--- config.mk ---
export PLATFORM = sky130hd
export DESIGN_NAME = ethpipe_tx_sched_flat
export DESIGN_NICKNAME = d
export VERILOG_FILES = /design/src/rtl/ethpipe_tx_sched_if.sv /design/src/rtl/ethpipe_tx_sched.sv /design/src/flat_wrapper.sv
export SDC_FILE = /design/constraint.sdc
export NUM_CORES = 1
export LEC_CHECK = 0
export ABC_AREA = 1
export CAP_MARGIN = 40
export CORE_ASPECT_RATIO = 0.5
export CORE_MARGIN = 2
export CORE_UTILIZATION = 40
export CTS_BUF_LIST = sky130_fd_sc_hd__clkbuf_2 sky130_fd_sc_hd__clkbuf_4 sky130_fd_sc_hd__clkbuf_8
export DETAILED_ROUTE_END_ITERATION = 16
export HOLD_SLACK_MARGIN = 0.02
export PLACE_DENSITY = 0.69
export SLEW_MARGIN = 0
export SYNTH_ARGS = -nofsm -noshare
export SYNTH_HDL_FRONTEND = slang
export SYNTH_SLANG_ARGS = --single-unit
--- constraint.sdc ---
create_clock -name sys_clk -period 2.6 [get_ports sys_clk]
set_input_delay 0.26 -clock sys_clk [delete_from_list [all_inputs] [get_ports sys_clk]]
set_output_delay 0.26 -clock sys_clk [all_outputs]
set_load 0.01 [all_outputs]
--- src/rtl/ethpipe_tx_sched_if.sv ---
// ethpipe_tx_sched_if
//  Bundles the TX scheduler's request, grant, beat and status signals.
//  master : scheduler side (drives grant/beat/done/abort/err_to)
//  slave  : descriptor queues + shared read channel side
//  enable      queue -> sched  stop issuing new grants when low
//  req         queue -> sched  per-port frame pending (level)
//  req_len     queue -> sched  per-port byte length, [i*LEN_W +: LEN_W]
//  grant       sched -> queue  one-hot owner, 0 when idle
//  beat_valid  sched -> read   beat request
//  beat_ready  read  -> sched  beat accepted
//  beat_last   sched -> read   final beat of frame
//  done        sched -> queue  1-cycle per-port completion pulse
//  abort       sched -> queue  1-cycle timeout abort pulse
//  err_to      sched -> queue  sticky timeout flag
//  err_clr     queue -> sched  clears err_to
interface ethpipe_tx_sched_if #(
  parameter int NPORT = 4,
  parameter int LEN_W = 11
);
  logic                   enable;
  logic [NPORT-1:0]       req;
  logic [NPORT*LEN_W-1:0] req_len;
  logic [NPORT-1:0]       grant;
  logic                   beat_valid;
  logic                   beat_ready;
  logic                   beat_last;
  logic [NPORT-1:0]       done;
  logic                   abort;
  logic                   err_to;
  logic                   err_clr;

  modport master (
    input  enable, req, req_len, beat_ready, err_clr,
    output grant, beat_valid, beat_last, done, abort, err_to
  );

  modport slave (
    output enable, req, req_len, beat_ready, err_clr,
    input  grant, beat_valid, beat_last, done, abort, err_to
  );
endinterface

--- src/rtl/ethpipe_tx_sched.sv ---
// ethpipe_tx_sched
//  Round-robin scheduler sharing one TX frame-buffer read channel among
//  NPORT MAC TX queues. Grants one port at a time, sequences the frame as
//  64-bit beats, inserts IFG_CYC idle cycles after every frame or abort,
//  and aborts a frame whose consumer stalls for TIMEOUT cycles.
//  Ports:
//   sys_clk  clock, rising edge
//   sys_rst  asynchronous active-high reset
//   tx       ethpipe_tx_sched_if.master (req/len in, grant/beat/status out)
//  Build option:
//   ETHPIPE_TX_SCHED_STRICT_PRI_EN  fixed priority (lowest index wins),
//   no rotating pointer. Undefined: round-robin.
module ethpipe_tx_sched #(
  parameter int NPORT   = 4,
  parameter int LEN_W   = 11,
  parameter int IFG_CYC = 2,
  parameter int TIMEOUT = 1023
) (
  input  logic                sys_clk,
  input  logic                sys_rst,
  ethpipe_tx_sched_if.master  tx
);

  localparam int BW = LEN_W - 2;                          // beat count, max 256
  localparam int SW = $clog2(TIMEOUT + 1);
  localparam int GW = (IFG_CYC > 1) ? $clog2(IFG_CYC) : 1;
  localparam int PW = (NPORT > 1) ? $clog2(NPORT) : 1;

  typedef enum logic [1:0] {S_IDLE, S_XFER, S_GAP} state_e;

  state_e           state_q, state_d;
  logic [NPORT-1:0] grant_q, grant_d;
  logic [NPORT-1:0] done_q,  done_d;
  logic [BW-1:0]    rem_q,   rem_d;
  logic [SW-1:0]    stall_q, stall_d;
  logic [GW-1:0]    gap_q,   gap_d;
  logic             abort_q, abort_d;
  logic             err_q,   err_d;
`ifndef ETHPIPE_TX_SCHED_STRICT_PRI_EN
  logic [PW-1:0]    ptr_q,   ptr_d;
`endif

  // Arbiter and beat-count computation for the candidate winner
  logic             found;
  logic [PW-1:0]    win;
  logic [PW-1:0]    idx;
  logic [LEN_W-1:0] len_sel;
  logic [LEN_W:0]   len_eff;
  logic [LEN_W:0]   len_rnd;
  logic [BW-1:0]    beats;

  always_comb begin
    found = 1'b0;
    win   = '0;
    idx   = '0;
`ifdef ETHPIPE_TX_SCHED_STRICT_PRI_EN
    for (int unsigned i = 0; i < NPORT; i++) begin
      idx = PW'(i);
      if (!found && tx.req[idx]) begin
        found = 1'b1;
        win   = idx;
      end
    end
`else
    for (int unsigned i = 0; i < NPORT; i++) begin
      idx = PW'((32'(ptr_q) + i) % NPORT);
      if (!found && tx.req[idx]) begin
        found = 1'b1;
        win   = idx;
      end
    end
`endif
    len_sel = tx.req_len[win*LEN_W +: LEN_W];
    len_eff = (len_sel < LEN_W'(64)) ? (LEN_W+1)'(64) : {1'b0, len_sel};
    len_rnd = len_eff + (LEN_W+1)'(7);
    beats   = len_rnd[LEN_W:3];
  end

  // State register
  always_ff @(posedge sys_clk or posedge sys_rst) begin
    if (sys_rst) begin
      state_q <= S_IDLE;
      grant_q <= '0;
      done_q  <= '0;
      rem_q   <= '0;
      stall_q <= '0;
      gap_q   <= '0;
      abort_q <= 1'b0;
      err_q   <= 1'b0;
`ifndef ETHPIPE_TX_SCHED_STRICT_PRI_EN
      ptr_q   <= '0;
`endif
    end else begin
      state_q <= state_d;
      grant_q <= grant_d;
      done_q  <= done_d;
      rem_q   <= rem_d;
      stall_q <= stall_d;
      gap_q   <= gap_d;
      abort_q <= abort_d;
      err_q   <= err_d;
`ifndef ETHPIPE_TX_SCHED_STRICT_PRI_EN
      ptr_q   <= ptr_d;
`endif
    end
  end

  // Next-state logic
  always_comb begin
    state_d = state_q;
    grant_d = grant_q;
    done_d  = '0;
    rem_d   = rem_q;
    stall_d = stall_q;
    gap_d   = gap_q;
    abort_d = 1'b0;
    err_d   = err_q & ~tx.err_clr;
`ifndef ETHPIPE_TX_SCHED_STRICT_PRI_EN
    ptr_d   = ptr_q;
`endif
    unique case (state_q)
      S_IDLE: begin
        if (tx.enable && found) begin
          state_d = S_XFER;
          grant_d = NPORT'(1) << win;
          rem_d   = beats;
          stall_d = '0;
`ifndef ETHPIPE_TX_SCHED_STRICT_PRI_EN
          ptr_d   = (win == PW'(NPORT - 1)) ? '0 : PW'(win + 1'b1);
`endif
        end
      end
      S_XFER: begin
        // beat_valid is high throughout XFER, so beat_ready alone means accepted
        if (tx.beat_ready) begin
          stall_d = '0;
          if (rem_q == BW'(1)) begin
            done_d  = grant_q;
            grant_d = '0;
            gap_d   = '0;
            state_d = S_GAP;
          end else begin
            rem_d = rem_q - 1'b1;
          end
        end else if (stall_q == SW'(TIMEOUT - 1)) begin
          // this stalled cycle is the TIMEOUT-th in a row; set beats clear
          abort_d = 1'b1;
          err_d   = 1'b1;
          grant_d = '0;
          stall_d = '0;
          gap_d   = '0;
          state_d = S_GAP;
        end else begin
          stall_d = stall_q + 1'b1;
        end
      end
      S_GAP: begin
        if (gap_q == GW'(IFG_CYC - 1)) begin
          state_d = S_IDLE;
        end else begin
          gap_d = gap_q + 1'b1;
        end
      end
      default: state_d = S_IDLE;
    endcase
  end

  // Outputs
  always_comb begin
    tx.grant      = grant_q;
    tx.beat_valid = (state_q == S_XFER);
    tx.beat_last  = (state_q == S_XFER) && (rem_q == BW'(1));
    tx.done       = done_q;
    tx.abort      = abort_q;
    tx.err_to     = err_q;
  end

endmodule

--- src/flat_wrapper.sv ---
// flat-port wrapper written by rule: the top's interface ports become plain ports
module ethpipe_tx_sched_flat 
#(
  parameter int NPORT   = 4,
  parameter int LEN_W   = 11,
  parameter int IFG_CYC = 2,
  parameter int TIMEOUT = 1023
)
  (sys_clk, sys_rst, tx_enable, tx_req, tx_req_len, tx_beat_ready, tx_err_clr, tx_grant, tx_beat_valid, tx_beat_last, tx_done, tx_abort, tx_err_to);
  ethpipe_tx_sched_if #(.NPORT(NPORT), .LEN_W(LEN_W)) tx_i ();
  input  logic sys_clk;
  input  logic sys_rst;
  input wire logic [$bits(tx_i.enable)-1:0] tx_enable;
  input wire logic [$bits(tx_i.req)-1:0] tx_req;
  input wire logic [$bits(tx_i.req_len)-1:0] tx_req_len;
  input wire logic [$bits(tx_i.beat_ready)-1:0] tx_beat_ready;
  input wire logic [$bits(tx_i.err_clr)-1:0] tx_err_clr;
  output wire logic [$bits(tx_i.grant)-1:0] tx_grant;
  output wire logic [$bits(tx_i.beat_valid)-1:0] tx_beat_valid;
  output wire logic [$bits(tx_i.beat_last)-1:0] tx_beat_last;
  output wire logic [$bits(tx_i.done)-1:0] tx_done;
  output wire logic [$bits(tx_i.abort)-1:0] tx_abort;
  output wire logic [$bits(tx_i.err_to)-1:0] tx_err_to;
  assign tx_i.enable = tx_enable;
  assign tx_i.req = tx_req;
  assign tx_i.req_len = tx_req_len;
  assign tx_i.beat_ready = tx_beat_ready;
  assign tx_i.err_clr = tx_err_clr;
  assign tx_grant = tx_i.grant;
  assign tx_beat_valid = tx_i.beat_valid;
  assign tx_beat_last = tx_i.beat_last;
  assign tx_done = tx_i.done;
  assign tx_abort = tx_i.abort;
  assign tx_err_to = tx_i.err_to;
  ethpipe_tx_sched #(.NPORT(NPORT), .LEN_W(LEN_W), .IFG_CYC(IFG_CYC), .TIMEOUT(TIMEOUT)) u_core (.sys_clk(sys_clk), .sys_rst(sys_rst), .tx(tx_i));
endmodule
==> impl_metrics.py <==
metrics = {
    "logic_synthesis": {
        "syn-instance-count": 369,
        "synth_flop_cell": "dfrtp_1",
        "syn-cell-area_um2": 2620,
        "ys_async_sr_fraction_pct": 100,
        "ys_seq_area_share_pct": 32.5,
        "syn_area_per_cell_um2": 7.10,
        "ys_ff_latch": 34,
        "synth_nets": 430,
        "yosys_warnings": 0,
        "synth_edf_count": 0,
        "yosysUniqueCellTypes": 45,
    },
    "sta": {
        "finalSetupViolCount": 0,
        "period_share_pct": 98.0,
        "rsz0062_at_grt": "true",
        "tns_ns": 0,
        "fmax_mhz": 392,
        "hold_violations": 0,
        "slew_headroom_pct": 71.0,
        "post-route-min-period_ns": 2.55,
        "worst_pin_slew_ns": 0.435,
        "fin_worst_skew_ns": 0.00235,
        "setup_ws_ns": 0.0521,
        "slew_violations": 0,
        "holdWs_ns": 0.354,
    },
    "critical_path": {
        "critical_path_peak_fanout": 6,
        "cp-start-kind": "flip-flop",
        "rrSetupSlack_ns": 0.05,
        "crit_chain": "buf_6, nand2_1, nand2_2, nand2_4, nand2_4, nor2_8, nand3_2, nand3_2, nand2_4, buf_12, o21ai_1, a21oi_1, a21oi_2, nand4_4, nor2_4, nor2_2, nand2_1, a21oi_2",
        "path_delay_family": "simple AND/OR/NAND/NOR gates",
        "r2r-end": "u_core.rem_q[6]",
        "cp_data_arrival_time_ns": 2.73,
        "slowest_delay_ns": 0.48,
        "cp_common_cell": "nand2_4",
        "critPathBufInv": 2,
        "worst_path_max_delay_cell": "dfrtp_2",
        "r2r_cells": 18,
        "endpoint_kind": "flip-flop",
        "worstReg2RegStart": "u_core.ptr_q[0]",
        "critPathKind": "reg2reg",
        "worstPathRequired_ns": 2.78,
    },
    "global_route": {
        "grt_pass1_wl_mm": 11.3,
        "grt_pass1_vias": 2506,
        "track_usage_pct": 19.4,
        "antenna_found_initial": 0,
        "grt-ovfl-total": 0,
        "grt_max_degree": 35,
    },
    "place": {
        "io_buffers": 64,
        "place_congestion": 0.843,
        "dp_cells": 537,
        "dpl.hpwl_mm": 5.40,
        "preCtsSetupSlack_ns": -0.112,
    },
    "clocking": {
        "numCtsBuffers": 5,
        "clock_path_buffers": 2,
        "cts_tree": "built",
        "clock-root-buffer": "clkbuf_8",
        "clk-insertion-delay-late_ns": 0.29,
        "clock-sinks": 34,
        "htree_levels": 2,
        "clk_pin_slew_ns": 0.07,
        "hold_buffers": 0,
    },
    "power": {
        "p_leak_uw": 0.00180,
        "ir_worst_vdd_mv": 0.741,
        "power.density_nw_per_um2": 1490,
    },
    "cells_and_area": {
        "final_common_cell": "nand2_1",
        "syn2layout_area_growth_pct": 45.5,
        "num_antenna_cells": 0,
        "layout_common_cells": "73 x nand2_1, 64 x clkdlybuf4s50_1, 41 x inv_1",
        "nNetsFinal": 526,
        "instances_no_fill": 554,
        "final_layout_size_suffix_gt1_share_pct": 21.9,
    },
    "detailed_routing": {
        "totalWireLength_mm": 7.06,
        "avgRoutedWirePerCell_um": 12.7,
        "drc": 0,
        "initialDrtViolationCount": 116,
        "drt-pass1-iter-count": 5,
        "via_per_inst": 5.02,
        "vias": 2783,
        "drtAntennaViolNets": 0,
    },
    "die": {
        "start_util_pct": 42.2,
        "die_x_um": 118,
        "core-area_um2": 6210,
        "io_pins": 65,
        "die_area_um2": 7250,
        "die_y_um": 61.2,
        "rows": 20,
    },
    "job": {
        "maxCapViolCount": 0,
    },
    "run_status": {
        "status": "finished clean",
    },
    "hold_path": {
        "hp-class": "in2async",
    },
}
[state kept, by name, indices dropped and copies added (netlist names)]
name / cells
u_core.gap_q: 1
u_core.tx.err_to: 1
u_core.tx.grant: 4
u_core.state_q: 2
u_core.tx.abort: 1
u_core.rem_q: 9
u_core.stall_q: 10
u_core.ptr_q: 2
u_core.tx.done: 4
[layout make-up]
| type | instances | area (um2) |
|---|---|---|
| tap | 88 | 110 |
| timing repair buffer | 93 | 912 |
| sequential | 34 | 853 |
| multi-input combinational | 281 | 1640 |
| inverter | 50 | 195 |
| clock inverter | 2 | 12.5 |
| clock buffer | 6 | 82.6 |
| fill | 573 | 2400 |
[metrics by stage]
stage | cell area (um2) | total power [uW] | util [%]
3_5_place_dp | 3510 | 4640 | 56.6
2_1_floorplan | 2620 | 3480 | -
6_report | 3810 | 5690 | 61.4
3_3_place_gp | 3510 | 4520 | 56.6
5_1_grt | 3810 | 6200 | 61.4
4_1_cts | 3610 | 5070 | 58.1
[worst max path at each step]
stage / startpoint / endpoint / slack [ns] / depth (start not counted)
final: u_core.ptr_q[0] / u_core.rem_q[6] / 0.05 / 18
after global routing: u_core.ptr_q[0] / u_core.rem_q[7] / -0.07 / 18
after CTS: u_core.ptr_q[0] / u_core.rem_q[7] / 0.04 / 19
after detailed placement: tx_req[2] / u_core.rem_q[6] / -0.11 / 18
after global placement: tx_req[3] / u_core.rem_q[6] / -0.04 / 22
after floorplan: u_core.ptr_q[0] / u_core.rem_q[7] / 0.36 / 20
[worst min-delay path: stages]
cell and delay (ns):
clkdlybuf4s50_1 0.39, inv_1 0.05, buf_4 0.37
[cells by family after synthesis]
logic type               count (synthesis)  synth area share, %
adder cells (fa/ha/maj)                  8                 3.82
XOR/XNOR                                 4                 1.34
AO/OA/AOI/OAI                           64                 14.6
AND/OR/NAND/NOR                        203                 38.7
buffers and inverters                   56                 9.08
flip-flops                              34                 32.5
[Yosys cell counts (all sizes together), types with 5 or more instances]
master	n	share of area, %
a21oi	26	5.5
buf	5	1.8
dfrtp	34	32
ha	8	3.8
inv	49	7.0
nand2	100	16
nand3	33	7.8
nand4	9	2.7
nor2	40	7.3
nor3	8	1.5
o21ai	23	4.4
o22ai	5	1.4
[timing repair]
action / CTS / global route
pin swaps: 0 / 9
cloned: 0 / 3
gates resized for setup: 1 / 34
setup endpoints to repair: 3 / 9
buffers inserted: 0 / 6
[report_power, final]
group	internal (uW)	switching [uW]	total, uW
Combinational	1850	2590	4440
Sequential	685	143	828
Clock	213	207	420
Total	2750	2940	5690
[per-layer routing]
| layer | share of wire [%] | global-route usage [%] | routed length, um | up-vias |
|---|---|---|---|---|
| met4 | 0.91 | 5.78 | 64 | 0 |
| met5 | 0 | 0 | 0 | - |
| met2 | 47 | 33.4 | 3330 | 59 |
| met3 | 5.0 | 3.52 | 355 | 6 |
| li1 | - | - | - | 1413 |
| met1 | 47 | 25.9 | 3310 | 1305 |
(Power assumes the default switching activity.)
